`src/rtl/sd_cmd_sender_pkg.sv`:
```
`default_nettype none
// +----------------------------------------------------------------------+
// | sd_cmd_sender_pkg: shared SD command-path types, constants and CRC7   |
// | Rev 1.0                                                               |
// +----------------------------------------------------------------------+
package sd_cmd_sender_pkg;

  localparam logic [1:0] RESP_NONE = 2'b00;
  localparam logic [1:0] RESP_48   = 2'b01;
  localparam logic [1:0] RESP_136  = 2'b10;

  localparam int CMD_FRAME_BITS = 48;
  localparam int CMD_CRC_BITS   = 40;

  typedef enum logic [2:0] {
    ST_IDLE = 3'd0,
    ST_SEND = 3'd1,
    ST_TURN = 3'd2,
    ST_WAIT = 3'd3,
    ST_GAP  = 3'd4
  } sd_state_e;

  // One serial step of CRC7, generator x^7 + x^3 + 1.
  function automatic logic [6:0] crc7_step(input logic [6:0] crc, input logic dat);
    logic w_fb;
    w_fb = dat ^ crc[6];
    return {crc[5:0], 1'b0} ^ {3'b000, w_fb, 2'b00, w_fb};
  endfunction

endpackage
`default_nettype wire

```
`src/rtl/sd_crc7.sv`:
```
`default_nettype none
// +----------------------------------------------------------------------+
// | sd_crc7: bit-serial CRC7 accumulator with optional shift-out          |
// | Rev 1.0                                                               |
// +----------------------------------------------------------------------+
module sd_crc7
  import sd_cmd_sender_pkg::*;
(
  input  logic       CLK,
  input  logic       RST,
  input  logic       EN,
  input  logic       SH,
  input  logic       I_DAT,
  output logic [6:0] O_CRC
);

  logic [6:0] r_crc;

  always_ff @(posedge CLK) begin
    if (RST) begin
      r_crc <= 7'd0;
    end else if (EN) begin
      r_crc <= crc7_step(r_crc, I_DAT);
    end else if (SH) begin
      r_crc <= {r_crc[5:0], 1'b0};
    end
  end

  assign O_CRC = r_crc;

endmodule
`default_nettype wire

```
`src/rtl/sd_cmd_sender.sv`:
```
`default_nettype none
// +----------------------------------------------------------------------+
// | sd_cmd_sender: serialises one SD command with CRC7, arms the response |
// | parser, waits for its result and enforces the Ncc gap.  Rev 1.0       |
// +----------------------------------------------------------------------+
module sd_cmd_sender
  import sd_cmd_sender_pkg::*;
#(
  parameter int TURN_CYCLES = 2,
  parameter int GAP_CYCLES  = 8
) (
  input  logic        CLK,
  input  logic        RST,
  input  logic        I_STB,
  input  logic [5:0]  I_IDX,
  input  logic [31:0] I_ARG,
  input  logic [1:0]  I_RESP,
  output logic        O_READY,
  output logic        O_CMD_OUT,
  output logic        O_CMD_OE,
  output logic        O_RX_EN,
  output logic        O_RX_48,
  output logic        O_RX_136,
  input  logic        I_RX_TIC,
  input  logic        I_RX_CRC_OK,
  input  logic        I_RX_TIMEOUT,
  output logic        O_DONE,
  output logic        O_ST_OK,
  output logic        O_ST_CRCERR,
  output logic        O_ST_TIMEOUT
);

  localparam logic [5:0] c_LAST_BIT  = 6'(CMD_FRAME_BITS - 1);
  localparam logic [5:0] c_CRC_LAST  = 6'(CMD_CRC_BITS - 1);
  localparam logic [5:0] c_CRC_BITS  = 6'(CMD_CRC_BITS);
  localparam logic [3:0] c_TURN_LOAD = 4'(TURN_CYCLES - 1);
  localparam logic [3:0] c_GAP_LOAD  = 4'(GAP_CYCLES - 1);

  sd_state_e   r_state;
  sd_state_e   w_next;
  logic [47:0] r_shift;
  logic [5:0]  r_bit_cnt;
  logic [3:0]  r_cnt;
  logic [1:0]  r_resp;
  logic        r_done;
  logic        r_st_ok;
  logic        r_st_crcerr;
  logic        r_st_timeout;
  logic [6:0]  w_crc;
  logic        w_crc_en;
  logic        w_crc_rst;
  logic        w_has_resp;
  logic        w_cnt_zero;
  logic        w_accept;

  assign w_has_resp = (r_resp == RESP_48) || (r_resp == RESP_136);
  assign w_cnt_zero = (r_cnt == 4'd0);
  assign w_crc_en   = (r_state == ST_SEND) && (r_bit_cnt < c_CRC_BITS);
  assign w_crc_rst  = RST || (r_state == ST_IDLE);

  sd_crc7 u_crc7 (
    .CLK   (CLK),
    .RST   (w_crc_rst),
    .EN    (w_crc_en),
    .SH    (1'b0),
    .I_DAT (r_shift[47]),
    .O_CRC (w_crc)
  );

  always_ff @(posedge CLK) begin
    if (RST) begin
      r_state <= ST_IDLE;
    end else begin
      r_state <= w_next;
    end
  end

  always_comb begin
    w_next    = r_state;
    w_accept  = 1'b0;
    O_READY   = 1'b0;
    O_CMD_OE  = 1'b0;
    O_CMD_OUT = 1'b1;
    O_RX_EN   = 1'b0;
    O_RX_48   = 1'b0;
    O_RX_136  = 1'b0;
    case (r_state)
      ST_IDLE: begin
        O_READY = 1'b1;
        if (I_STB) begin
          w_accept = 1'b1;
          w_next   = ST_SEND;
        end
      end
      ST_SEND: begin
        O_CMD_OE  = 1'b1;
        O_CMD_OUT = r_shift[47];
        if (r_bit_cnt == c_LAST_BIT) w_next = ST_TURN;
      end
      ST_TURN: begin
        if (w_cnt_zero) w_next = w_has_resp ? ST_WAIT : ST_GAP;
      end
      ST_WAIT: begin
        O_RX_EN  = 1'b1;
        O_RX_48  = (r_resp == RESP_48);
        O_RX_136 = (r_resp == RESP_136);
        if (I_RX_TIC || I_RX_TIMEOUT) w_next = ST_GAP;
      end
      ST_GAP: begin
        if (w_cnt_zero) w_next = ST_IDLE;
      end
      default: w_next = ST_IDLE;
    endcase
  end

  always_ff @(posedge CLK) begin
    if (RST) begin
      r_shift      <= 48'd0;
      r_bit_cnt    <= 6'd0;
      r_cnt        <= 4'd0;
      r_resp       <= RESP_NONE;
      r_done       <= 1'b0;
      r_st_ok      <= 1'b0;
      r_st_crcerr  <= 1'b0;
      r_st_timeout <= 1'b0;
    end else begin
      r_done <= (r_state == ST_GAP) && w_cnt_zero;

      // The trailing byte is overwritten by CRC7 and the end bit after bit 39.
      if (w_accept) begin
        r_shift      <= {2'b01, I_IDX, I_ARG, 8'h01};
        r_bit_cnt    <= 6'd0;
        r_resp       <= I_RESP;
        r_st_ok      <= 1'b0;
        r_st_crcerr  <= 1'b0;
        r_st_timeout <= 1'b0;
      end else if (r_state == ST_SEND) begin
        r_bit_cnt <= r_bit_cnt + 6'd1;
        if (r_bit_cnt == c_CRC_LAST) begin
          r_shift <= {crc7_step(w_crc, r_shift[47]), 1'b1, 40'd0};
        end else begin
          r_shift <= {r_shift[46:0], 1'b0};
        end
      end

      if (w_next == ST_TURN && r_state != ST_TURN) begin
        r_cnt <= c_TURN_LOAD;
      end else if (w_next == ST_GAP && r_state != ST_GAP) begin
        r_cnt <= c_GAP_LOAD;
      end else if (!w_cnt_zero) begin
        r_cnt <= r_cnt - 4'd1;
      end

      if (r_state == ST_TURN && w_cnt_zero && !w_has_resp) begin
        r_st_ok <= 1'b1;
      end
      if (r_state == ST_WAIT) begin
        if (I_RX_TIC) begin
          r_st_ok     <= I_RX_CRC_OK;
          r_st_crcerr <= !I_RX_CRC_OK;
        end else if (I_RX_TIMEOUT) begin
          r_st_timeout <= 1'b1;
        end
      end
    end
  end

  assign O_DONE       = r_done;
  assign O_ST_OK      = r_st_ok;
  assign O_ST_CRCERR  = r_st_crcerr;
  assign O_ST_TIMEOUT = r_st_timeout;

endmodule
`default_nettype wire

```
`config.mk`:
```
export PLATFORM = sky130hd
export DESIGN_NAME = sd_cmd_sender
export DESIGN_NICKNAME = d
export VERILOG_FILES = /design/src/rtl/sd_cmd_sender_pkg.sv /design/src/rtl/sd_crc7.sv /design/src/rtl/sd_cmd_sender.sv
export SDC_FILE = /design/constraint.sdc
export NUM_CORES = 1
export LEC_CHECK = 0
export ABC_AREA = 1
export BUFFER_PORTS_ARGS = -buffer_cell sky130_fd_sc_hd__clkbuf_2
export CORE_MARGIN = 3
export CORE_UTILIZATION = 28
export DETAILED_ROUTE_END_ITERATION = 12
export HOLD_SLACK_MARGIN = 0.15
export SLEW_MARGIN = 20
export SYNTH_ARGS = -nofsm -noshare
export SYNTH_HDL_FRONTEND = slang
export SYNTH_SLANG_ARGS = --single-unit
```
`constraint.sdc`:
```
create_clock -name CLK -period 1.3 [get_ports CLK]
set_clock_uncertainty 0.05 [all_clocks]
set_input_delay 0.065 -clock CLK [delete_from_list [all_inputs] [get_ports CLK]]
set_output_delay 0.065 -clock CLK [all_outputs]
set_load 0.02 [all_outputs]
```
==> results of run 1 <==
-- how the worst max path moves through the flow --
stage                                    startpoint                       end  slack [ns]
final                     r_bit_cnt[5]$_SDFFE_PP0P_  r_shift[39]$_SDFFE_PP0P_       -0.20
after detailed placement  r_bit_cnt[1]$_SDFFE_PP0P_  r_shift[41]$_SDFFE_PP0P_       -0.22
after floorplan               r_state[0]$_SDFF_PP0_        O_ST_OK$_SDFF_PP0_       -0.02
after global placement    r_bit_cnt[1]$_SDFFE_PP0P_  r_shift[43]$_SDFFE_PP0P_       -0.19
after global routing      r_bit_cnt[5]$_SDFFE_PP0P_  r_shift[25]$_SDFFE_PP0P_       -0.28
after CTS                     r_state[1]$_SDFF_PP0_                 O_CMD_OUT       -0.18
-- kinds of logic (layout without fill, tap and decap cells) --
kind of cell               after synthesis  in the layout  share of synthesized area [%]
buffers and inverters                   92            263                          11.94
adders and majority gates                4              4                          1.426
xor gates and xnor gates                 4              4                         0.9984
DFF                                     74             74                          42.21
AOI/OAI and AO/OA                       60             60                          9.234
and+or+nand+nor                        276            281                          34.19
-- routing by layer --
metal	track usage (%)	wire length, um	up-vias
li1	-	-	1931
met1	18.64	4750	1720
met2	26.09	5658	103
met3	3.412	462	17
met4	3.956	143	0
met5	0	0	-
-- synthesized netlist by cell type --
master and n:
a21oi_1 27, a31oi_1 2, a32oi_1 1, buf_2 3
buf_4 5, buf_6 5, buf_8 1, clkbuf_1 6
dfxtp_1 74, ha_1 4, inv_1 67, inv_2 4
inv_4 1, nand2_1 188, nand2_2 1, nand2_4 2
nand3_1 41, nand3_4 2, nand4_1 1, nor2_1 26
nor2_2 2, nor2_4 3, nor2_8 1, nor3_1 2
nor3b_1 1, nor4_1 1, o211ai_1 1, o211ai_2 1
o21ai_0 25, o21ai_2 1, o21bai_1 1, o22ai_1 1
or2_1 1, or2_2 4, xnor2_1 1, xor2_1 3
-- layout make-up --
cell class,instances,area [um^2]
timing repair buffer,175,1565
multi-input combinational,349,2253
clock inverter,7,58.81
fill,1116,5993
sequential,74,1498
clock buffer,9,225.2
inverter,72,307.8
tap,168,210.2
-- power by group --
part	leakage, nW	internal [mW]	total, mW	switching [mW]
clock network	0.133	1.32	2.40	1.08
logic	2.25	0.945	1.90	0.955
registers	0.609	2.43	2.53	0.107
-- timing repair --
item	4_1_cts	5_1_grt
setup buffers	20	12
pin swaps	31	37
endpoints found under the hold margin	44	0
cloned	8	0
endpoints found under the setup margin	68	78
resized for setup	120	113
hold buffers	44	0
-- metrics by stage --
step	worst slack, ns	util [%]	instances	hold WS (ns)	cell area [um^2]
after global routing	-0.2814	50.52	854	0.1593	6118
after global placement	-0.1852	35.45	757	0.2930	4294
after CTS	-0.1789	46.87	845	0.1533	5677
after floorplan	-0.02214	-	510	0.09351	3575
final	-0.2041	50.52	854	0.1446	6118
after detailed placement	-0.2243	35.45	757	0.2990	4294
-- critical path: cells and delay by family (launching register included) --
kind	cells	cell delay [ns]
buffers and inverters	5	0.50
flip-flops	1	0.34
AND/OR/NAND/NOR	6	0.52
-- layout by cell type (no fill, tap or decap), types with 3 or more instances in the layout --
cell type and count:
clkbuf_16 9, inv_1 56, nand2_2 26, inv_4 4, nand3_4 4, o21ai_2 14, clkbuf_2 49, nand3_2 19
a21oi_2 10, nand2_1 142, buf_6 23, o21ai_0 8, nor2_1 18, dfxtp_1 65, nor2_4 16, nand3_1 20
inv_2 9, buf_8 6, buf_4 42, a21oi_1 16, o21ai_1 4, ha_4 3, dlygate4sd3_1 44, buf_12 8
dfxtp_2 7, inv_6 4, nand2_4 21
-- sequential cells by signal (all words and copies together), names as in the netlist --
name          count
O_ST_OK           1
r_resp            2
r_shift          48
O_DONE            1
O_ST_TIMEOUT      1
r_state           3
r_bit_cnt         6
u_crc7.O_CRC      7
r_cnt             4
O_ST_CRCERR       1
==> results.sh, run 1 <==
export IMPL_fin_ws_ns=-0.2041
export IMPL_io_buffers=55
export IMPL_end_kind="flop"
export IMPL_antenna_found_initial=0
export IMPL_drt_wl_total_mm=11.01
export IMPL_grt_max_degree=33
export IMPL_synth_top_cell_by_area="dfxtp_1"
export IMPL_synth_area_mm2=0.003510
export IMPL_rows=40
export IMPL_hold_path_depth=3
export IMPL_cts_sinks=74
export IMPL_path_cells="inv_2 > nor2_4 > inv_2 > nor2_4 > buf_12 > nor2_4 > buf_12 > nand2_4 > nand3_2 > nand2_1 > inv_1"
export IMPL_cp_max_fo=7
export IMPL_worstSetupPathType="reg2reg"
export IMPL_start_util_pct=28.98
export IMPL_dpl_hpwl_mm=6.142
export IMPL_cpPeakStageDelay_ns=0.34
export IMPL_max_freq_ghz=0.6648
export IMPL_worstHoldPathType="in2reg"
export IMPL_clk_latency_ns=0.34
export IMPL_drive_above_1_share_pct=43.73
export IMPL_power_density_mw_per_mm2=1118
export IMPL_avgRoutedWirePerCell_um=12.90
export IMPL_ant_nets=0
export IMPL_fp_dieW_um=118.0
export IMPL_diodes=0
export IMPL_finalPower_mw=6.838
export IMPL_grt_overflow=0
export IMPL_relSlewSlack_pct=76.80
export IMPL_numCtsBuffers=9
export IMPL_reg2reg_to="r_shift[39]$_SDFFE_PP0P_"
export IMPL_outcome="complete, but fails checks"
export IMPL_cts_buffer_depth=2
export IMPL_die_area_mm2=0.01391
export IMPL_critPathRequiredTime_ns=1.49
export IMPL_rsz0062_at_grt="true"
export IMPL_worstReg2RegStart="r_bit_cnt[5]$_SDFFE_PP0P_"
export IMPL_clk_pin_slew_ns=0.06
export IMPL_grt_pass1_wl_mm=17.22
export IMPL_avgSynthCellArea_um2=6.882
export IMPL_tns_ns=-7.495
export IMPL_max_cap_violations=0
export IMPL_ys_top_cells_by_area="dfxtp_1 (42%), nand2_1 (20%), inv_1 (7.2%), nand3_1 (5.8%), a21oi_1 (3.9%)"
export IMPL_cp_start_kind="flop"
export IMPL_num_vias=3771
export IMPL_clock_root_buffer="clkbuf_16"
export IMPL_grt_pass1_vias=3653
export IMPL_detail_route_vias_per_cell=4.416
export IMPL_violations="setup timing"
export IMPL_setup_viol=68
export IMPL_drtPass1Iterations=4
export IMPL_min_to="r_shift[44]$_SDFFE_PP0P_"
export IMPL_p_leak_nw=2.991
export IMPL_layout_min_cycle_time_ns=1.504
export IMPL_h_tree_depth=3
export IMPL_die_y_um=118.0
export IMPL_ff2ff_path_depth=11
export IMPL_worst_ep_arrival_time_ns=1.69
export IMPL_tightestPinTransition_ns=0.3481
export IMPL_slew_viol_final=0
export IMPL_gp_congestion=0.8114
export IMPL_drtIter0Drc=161
export IMPL_cp_slowest_cell="dfxtp_1"
export IMPL_drc_errors=0
export IMPL_synth_cell_type_count=36
export IMPL_post_route_period_util_pct=115.7
export IMPL_regToRegSetupSlack_ns=-0.20
export IMPL_syn_inst=510
export IMPL_synth_top_cell_area_share_pct=42.21
export IMPL_hp_start="RST"
export IMPL_cp_common_cell="nor2_4"
export IMPL_synth_warnings=0
export IMPL_ir_drop_mv=0.7813
export IMPL_nNetsFinal=731
export IMPL_yosysSeqAreaShare_pct=42.21
export IMPL_syn_num_nets=560
export IMPL_syn_to_final_growth_pct=74.33
export IMPL_synth_seq_cells=74
export IMPL_core_area_mm2=0.01211
export IMPL_hold_violations=0
export IMPL_cts_tree="done"
export IMPL_num_io_pins=56
export IMPL_globalRouteTotalUtil_pct=14.98
Note: power is estimated with default switching activity, not from simulation.
==> inputs of run 2 (changes only) <==
ABC_AREA = not set   (was 1)
CAP_MARGIN = 30   (was not set)
SYNTH_HIERARCHICAL = 1   (was not set)
==> run 2 against run 1 <==
- the flow still finishes with violations (setup timing)
- synthesized cell count is 29% lower
- wire length is 0.64% lower
- design area is 6.5% lower
- critical path depth is 4 lower
- largest cell class unchanged
==> results.sh, run 2 <==
export IMPL_outcome="complete, but fails checks"
export IMPL_violations="setup timing"
export IMPL_syn_to_final_growth_pct=77.80
export IMPL_synth_warnings=6
export IMPL_avgRoutedWirePerCell_um=16.24
export IMPL_ir_drop_mv=0.8321
export IMPL_nNetsFinal=579
export IMPL_h_tree_depth=3
export IMPL_drive_above_1_share_pct=46.82
export IMPL_numCtsBuffers=9
export IMPL_end_kind="flop"
export IMPL_cp_max_fo=8
export IMPL_antenna_found_initial=0
export IMPL_ff2ff_path_depth=7
export IMPL_p_clk_share_pct=36.1
export IMPL_min_to="O_ST_CRCERR$_SDFF_PP0_"
export IMPL_ant_nets=0
export IMPL_worstSetupPathType="reg2reg"
export IMPL_p_sw_mw=1.957
export IMPL_reg2reg_to="r_shift[9]$_SDFFE_PP0P_"
export IMPL_worstReg2RegStart="r_bit_cnt[1]$_SDFFE_PP0P_"
export IMPL_tns_ns=-23.72
export IMPL_detail_route_vias_per_cell=5.096
export IMPL_io_buffers=55
export IMPL_rsz0062_at_grt="true"
export IMPL_cp_start_kind="flop"
export IMPL_globalRouteTotalUtil_pct=14.24
export IMPL_synth_top_family_by_area="simple AND/OR/NAND/NOR gates"
export IMPL_start_util_pct=29.17
export IMPL_hold_path_depth=3
export IMPL_drtIter0Drc=354
export IMPL_hold_violations=0
export IMPL_top_register="r_shift"
export IMPL_synth_fa_ha_area_share_pct=1.555
export IMPL_synth_seq_cells=74
export IMPL_clk_latency_ns=0.32
export IMPL_grt_pass1_vias=3199
export IMPL_cts_tree="done"
export IMPL_setup_viol=80
export IMPL_grt_max_degree=54
export IMPL_worstHoldPathType="in2reg"
export IMPL_ys_top_cells_by_area="dfxtp_1 (46%), a221oi_1 (5.4%), nor2_1 (5.1%), a21oi_1 (4.0%), a222oi_1 (4.0%)"
export IMPL_clock_root_buffer="clkbuf_16"
export IMPL_yosysSeqAreaShare_pct=46.03
export IMPL_hp_start="RST"
export IMPL_synth_cell_type_count=49
export IMPL_synth_enable_flop_cells=0
export IMPL_ys_top_cells_by_count="dfxtp_1 (74), nor2_1 (44), nand2_1 (31), a21oi_1 (26), nor3_1 (24)"
export IMPL_synth_mux_area_fraction_pct=1.905
export IMPL_max_freq_ghz=0.5730
export IMPL_final_cell_mix="dfxtp_1 (67), clkbuf_2 (49), dlygate4sd3_1 (43)"
export IMPL_drc_errors=0
export IMPL_regArea_mm2=0.001490
export IMPL_critPathRequiredTime_ns=1.45
export IMPL_synth_compound_area_share_pct=19.79
export IMPL_whs_ns=0.2014
export IMPL_diodes=0
export IMPL_finalPower_mw=6.994
export IMPL_synth_xor_area_share_pct=2.449
export IMPL_synthMostInstantiatedCell="dfxtp_1"
export IMPL_slew_viol_final=0
export IMPL_power_internal_mw=5.037
export IMPL_power_density_mw_per_mm2=1222
export IMPL_gp_congestion=0.7997
export IMPL_drt_wl_total_mm=10.94
export IMPL_synth_top_cell_area_share_pct=46.03
export IMPL_fin_ws_ns=-0.4452
export IMPL_clk_pin_slew_ns=0.06
export IMPL_num_io_pins=56
export IMPL_drtPass1Iterations=6
export IMPL_avgSynthCellArea_um2=8.841
export IMPL_die_y_um=113.2
export IMPL_p_leak_nw=2.285
export IMPL_rows=38
export IMPL_synth_top_cell_by_area="dfxtp_1"
export IMPL_die_area_mm2=0.01282
export IMPL_largest_reg_flops=48
export IMPL_worst_ep_arrival_time_ns=1.89
export IMPL_dpl_hpwl_mm=5.475
export IMPL_grt_overflow=0
export IMPL_p_seq_share_pct=36.7
export IMPL_cts_sinks=74
export IMPL_async_flop_share_pct=0
export IMPL_cts_buffer_depth=2
export IMPL_syn_inst=364
export IMPL_post_route_period_util_pct=134.2
export IMPL_multi_input_area_mm2=0.002028
export IMPL_final_common_cell="dfxtp_1"
export IMPL_num_vias=3435
export IMPL_core_area_mm2=0.01103
export IMPL_fp_dieW_um=113.2
export IMPL_yosys_area_share_simple_pct=22.08
export IMPL_num_fill_cells=933
export IMPL_swShare_pct=27.98
export IMPL_ys_dominant_reg_cell="dfxtp_1"
export IMPL_grt_pass1_wl_mm=15.03
export IMPL_regToRegSetupSlack_ns=-0.45
export IMPL_synth_area_mm2=0.003218
export IMPL_max_cap_violations=0
export IMPL_p_comb_share_pct=27.2
export IMPL_layout_min_cycle_time_ns=1.745
## run 2: routing by layer
| layer | vias to the layer above | share of wire (%) | track usage, % |
|---|---|---|---|
| li1 | 1659 | - | - |
| met1 | 1636 | 42 | 18.43 |
| met2 | 115 | 51 | 23.50 |
| met3 | 25 | 5.1 | 3.743 |
| met4 | 0 | 1.8 | 3.846 |
| met5 | - | 0 | 0 |
## run 2: cell families (layout without fill, tap and decap cells)
logic type                 after synthesis  in the layout
muxes                                    6              6
DFF                                     74             74
buffers and inverters                   38            199
AOI/OAI and AO/OA                       88             88
other                                    1              7
adders and majority gates                4              4
xor gates and xnor gates                 9              9
and+or+nand+nor                        144            147
## run 2: power groups by stage
stage | registers [mW] | logic (mW) | clock network, mW
global placement | 2.57 | 1.22 | 0
detailed placement | 2.58 | 1.26 | 0
global route | 2.58 | 2.05 | 2.67
floorplan | 2.57 | 0.892 | 0
finish | 2.57 | 1.90 | 2.53
CTS | 2.55 | 1.64 | 2.56
## run 2: stage by stage
step / std cells / area [um^2] / setup WS (ns) / util (%)
2_1_floorplan: 370 / 3411 / -0.5637 / -
3_3_place_gp: 582 / 4039 / -0.3646 / 36.62
3_5_place_dp: 582 / 4039 / -0.3934 / 36.62
4_1_cts: 661 / 5293 / -0.3884 / 47.98
5_1_grt: 674 / 5722 / -0.4938 / 51.87
6_report: 674 / 5722 / -0.4452 / 51.87
## run 2: worst max path at each step
stage / from / to / slack, ns / cells past startpoint
after floorplan: r_state[2]$_SDFF_PP0_ / u_crc7/O_CRC[3]$_SDFFE_PP0P_ / -0.56 / 9
after global placement: r_state[1]$_SDFF_PP0_ / u_crc7/O_CRC[3]$_SDFFE_PP0P_ / -0.36 / 6
after detailed placement: r_cnt[0]$_SDFFE_PP0P_ / r_state[2]$_SDFF_PP0_ / -0.39 / 6
after CTS: r_state[2]$_SDFF_PP0_ / r_shift[37]$_SDFFE_PP0P_ / -0.39 / 6
after global routing: r_bit_cnt[1]$_SDFFE_PP0P_ / r_shift[17]$_SDFFE_PP0P_ / -0.49 / 7
final: r_bit_cnt[1]$_SDFFE_PP0P_ / r_shift[9]$_SDFFE_PP0P_ / -0.45 / 7
## run 2: area by class of cell
class / instances / share of cell area, %
timing repair buffer: 176 / 29.54
sequential: 74 / 26.04
multi-input combinational: 261 / 35.45
clock inverter: 4 / 0.8747
tap: 140 / 3.061
clock buffer: 12 / 4.483
inverter: 7 / 0.5467
## run 2: critical path, cell delays in order, from the launching register on
cell and delay (ns):
dfxtp_2 0.35, ha_4 0.13, and3b_2 0.23, a21oi_4 0.07
buf_12 0.14, clkbuf_16 0.16, a222oi_1 0.37, nor2_1 0.10
## run 2: repair_timing
action                                 in CTS  in global routing
pin swaps                                  21                 50
endpoints found under the hold margin      44                  0
gates resized for setup                    86                 62
setup endpoints to repair                  80                 80
buffers inserted                           16                 11
cloned                                      5                  8
hold buffers                               43                  0
==> inputs of run 3 (changes only) <==
--- a/config.mk
+++ b/config.mk
@@ -12,4 +12,5 @@
 export DETAILED_ROUTE_END_ITERATION = 12
 export HOLD_SLACK_MARGIN = 0.15
+export PLACE_DENSITY_LB_ADDON = 0.15
 export SLEW_MARGIN = 20
 export SYNTH_ARGS = -nofsm -noshare
--- a/constraint.sdc
+++ b/constraint.sdc
@@ -3,3 +3,3 @@
 set_input_delay 0.065 -clock CLK [delete_from_list [all_inputs] [get_ports CLK]]
 set_output_delay 0.065 -clock CLK [all_outputs]
-set_load 0.02 [all_outputs]
+set_load 0.1 [all_outputs]
==> run 3 against run 2 <==
- global-route usage rose by 1.3 points
- critical endpoint is now O_CMD_OUT
- cell count rose by 0.30%
- maximum frequency rose by 2.4%
- via count fell by 3.5%
- die area did not move
- largest cell class unchanged
- register-to-register slack improved by 0.07 ns
- the run still ends with setup timing left
==> results.sh, run 3 (synthesis results as in run 2) <==
export IMPL_worstHoldPathType="in2reg"
export IMPL_numCtsBuffers=9
export IMPL_whs_ns=0.1748
export IMPL_drc_errors=0
export IMPL_drive_above_1_share_pct=48.69
export IMPL_path_cells="or3b_4 > buf_6 > inv_8 > buf_12 > nand2b_4 > buf_12"
export IMPL_clock_root_buffer="clkbuf_16"
export IMPL_nNetsFinal=581
export IMPL_p_leak_nw=2.362
export IMPL_num_vias=3314
export IMPL_num_io_pins=56
export IMPL_avgRoutedWirePerCell_um=14.61
export IMPL_grt_overflow=0
export IMPL_cpPeakStageDelay_ns=0.40
export IMPL_ant_nets=0
export IMPL_grt_max_degree=37
export IMPL_end_kind="output port"
export IMPL_gp_congestion=0.7133
export IMPL_max_cap_violations=0
export IMPL_io_buffers=55
export IMPL_layout_min_cycle_time_ns=1.704
export IMPL_drtPass1Iterations=5
export IMPL_hold_violations=0
export IMPL_fp_dieW_um=113.2
export IMPL_cts_buffer_depth=2
export IMPL_rsz0062_at_grt="true"
export IMPL_clk_latency_ns=0.34
export IMPL_largest_reg_flops=48
export IMPL_worstSetupPathType="reg2out"
export IMPL_cp_slowest_cell="or3b_4"
export IMPL_die_y_um=113.2
export IMPL_dpl_hpwl_mm=5.820
export IMPL_globalRouteTotalUtil_pct=15.55
export IMPL_drtIter0Drc=204
export IMPL_final_common_cell="dfxtp_1"
export IMPL_critPathRequiredTime_ns=1.19
export IMPL_slew_viol_final=0
export IMPL_start_util_pct=29.17
export IMPL_outcome="complete, but fails checks"
export IMPL_cp_common_cell="buf_12"
export IMPL_stdcell_area_mm2=0.005816
export IMPL_antenna_found_initial=0
export IMPL_cp_start_kind="flop"
export IMPL_die_area_mm2=0.01282
export IMPL_grt_pass1_wl_mm=16.04
export IMPL_core_area_mm2=0.01103
export IMPL_fin_ws_ns=-0.4039
export IMPL_max_freq_ghz=0.5869
export IMPL_crit_family="buffers and inverters"
export IMPL_placed_area_mm2=0.004248
export IMPL_tns_ns=-21.96
export IMPL_cts_tree="done"
export IMPL_worst_ep_arrival_time_ns=1.59
export IMPL_violations="setup timing"
export IMPL_final_cell_mix="dfxtp_1 (67), buf_4 (47), dlygate4sd3_1 (45), clkbuf_2 (45), nor2_1 (40)"
export IMPL_detail_route_vias_per_cell=4.902
export IMPL_drt_wl_total_mm=9.877
export IMPL_post_route_period_util_pct=131.1
export IMPL_cp_max_fo=5
export IMPL_grt_pass1_vias=3287
export IMPL_num_fill_cells=1011
export IMPL_utilization_pct=52.72
export IMPL_critPathBufInv=4
export IMPL_power_density_mw_per_mm2=1248
export IMPL_cts_sinks=74
export IMPL_syn_to_final_growth_pct=80.72
export IMPL_rows=38
export IMPL_ir_drop_mv=0.8388
export IMPL_setup_viol=78
export IMPL_top_register="r_shift"
export IMPL_diodes=0
export IMPL_h_tree_depth=3
export IMPL_clk_pin_slew_ns=0.06
[run 3: worst register-to-register path, delay by kind of cell, from the launching register on]
kind                   cells  cell delay, ns
DFF                        1            0.32
buffers and inverters      2            0.27
AOI/OAI and AO/OA          1            0.07
and+or+nand+nor            4            0.87
[run 3: power breakdown]
group	leakage, nW	total, mW	internal (mW)	switching, mW
registers	0.608	2.56	2.44	0.115
clock network	0.159	2.71	1.74	0.979
logic	1.59	1.98	1.06	0.924
[run 3: per-stage QoR]
stage	worst slack (ns)	std cells	total power, mW
after global placement	-0.5907	587	3.964
after global routing	-0.4598	676	7.659
after CTS	-0.4193	669	7.188
final	-0.4039	676	7.257
after floorplan	-0.8136	370	3.537
after detailed placement	-0.6549	587	3.988
[run 3: worst paths after layout]
check / from / end / slack (ns) / depth (start not counted)
setup / recovery: r_state[2]$_SDFF_PP0_ / O_CMD_OUT / -0.40 / 6
setup reg to reg: r_state[2]$_SDFF_PP0_ / u_crc7/O_CRC[3]$_SDFFE_PP0P_ / -0.38 / 7
hold / removal: RST / r_bit_cnt[0]$_SDFFE_PP0P_ / 0.17 / 3
hold reg to reg: O_ST_TIMEOUT$_SDFF_PP0_ / O_ST_TIMEOUT$_SDFF_PP0_ / 0.41 / 2
[run 3: per-layer routing]
layer  track usage (%)  vias to the layer above  share of wire, %
li1                  -                     1668                 -
met5                 0                        -                 0
met4             4.728                        0               1.2
met1             19.42                     1572                45
met2             25.99                       66                50
met3             4.492                        8               4.1
[run 3: repair_timing]
item                                    4_1_cts  5_1_grt
endpoints found under the setup margin       80       80
gates resized for setup                      54       61
pin swaps                                    20       53
hold buffers                                 45        0
hold endpoints to repair                     48        0
buffers inserted                             17        8
gates cloned                                  4        2
[run 3: final cells by class]
| class | instances | area [um^2] | area share, % |
|---|---|---|---|
| clock buffer | 10 | 239.0 | 4.109 |
| multi-input combinational | 260 | 2081 | 35.78 |
| timing repair buffer | 179 | 1707 | 29.35 |
| sequential | 74 | 1490 | 25.62 |
| tap | 140 | 175.2 | 3.012 |
| clock inverter | 6 | 90.09 | 1.549 |
| inverter | 7 | 33.78 | 0.5809 |
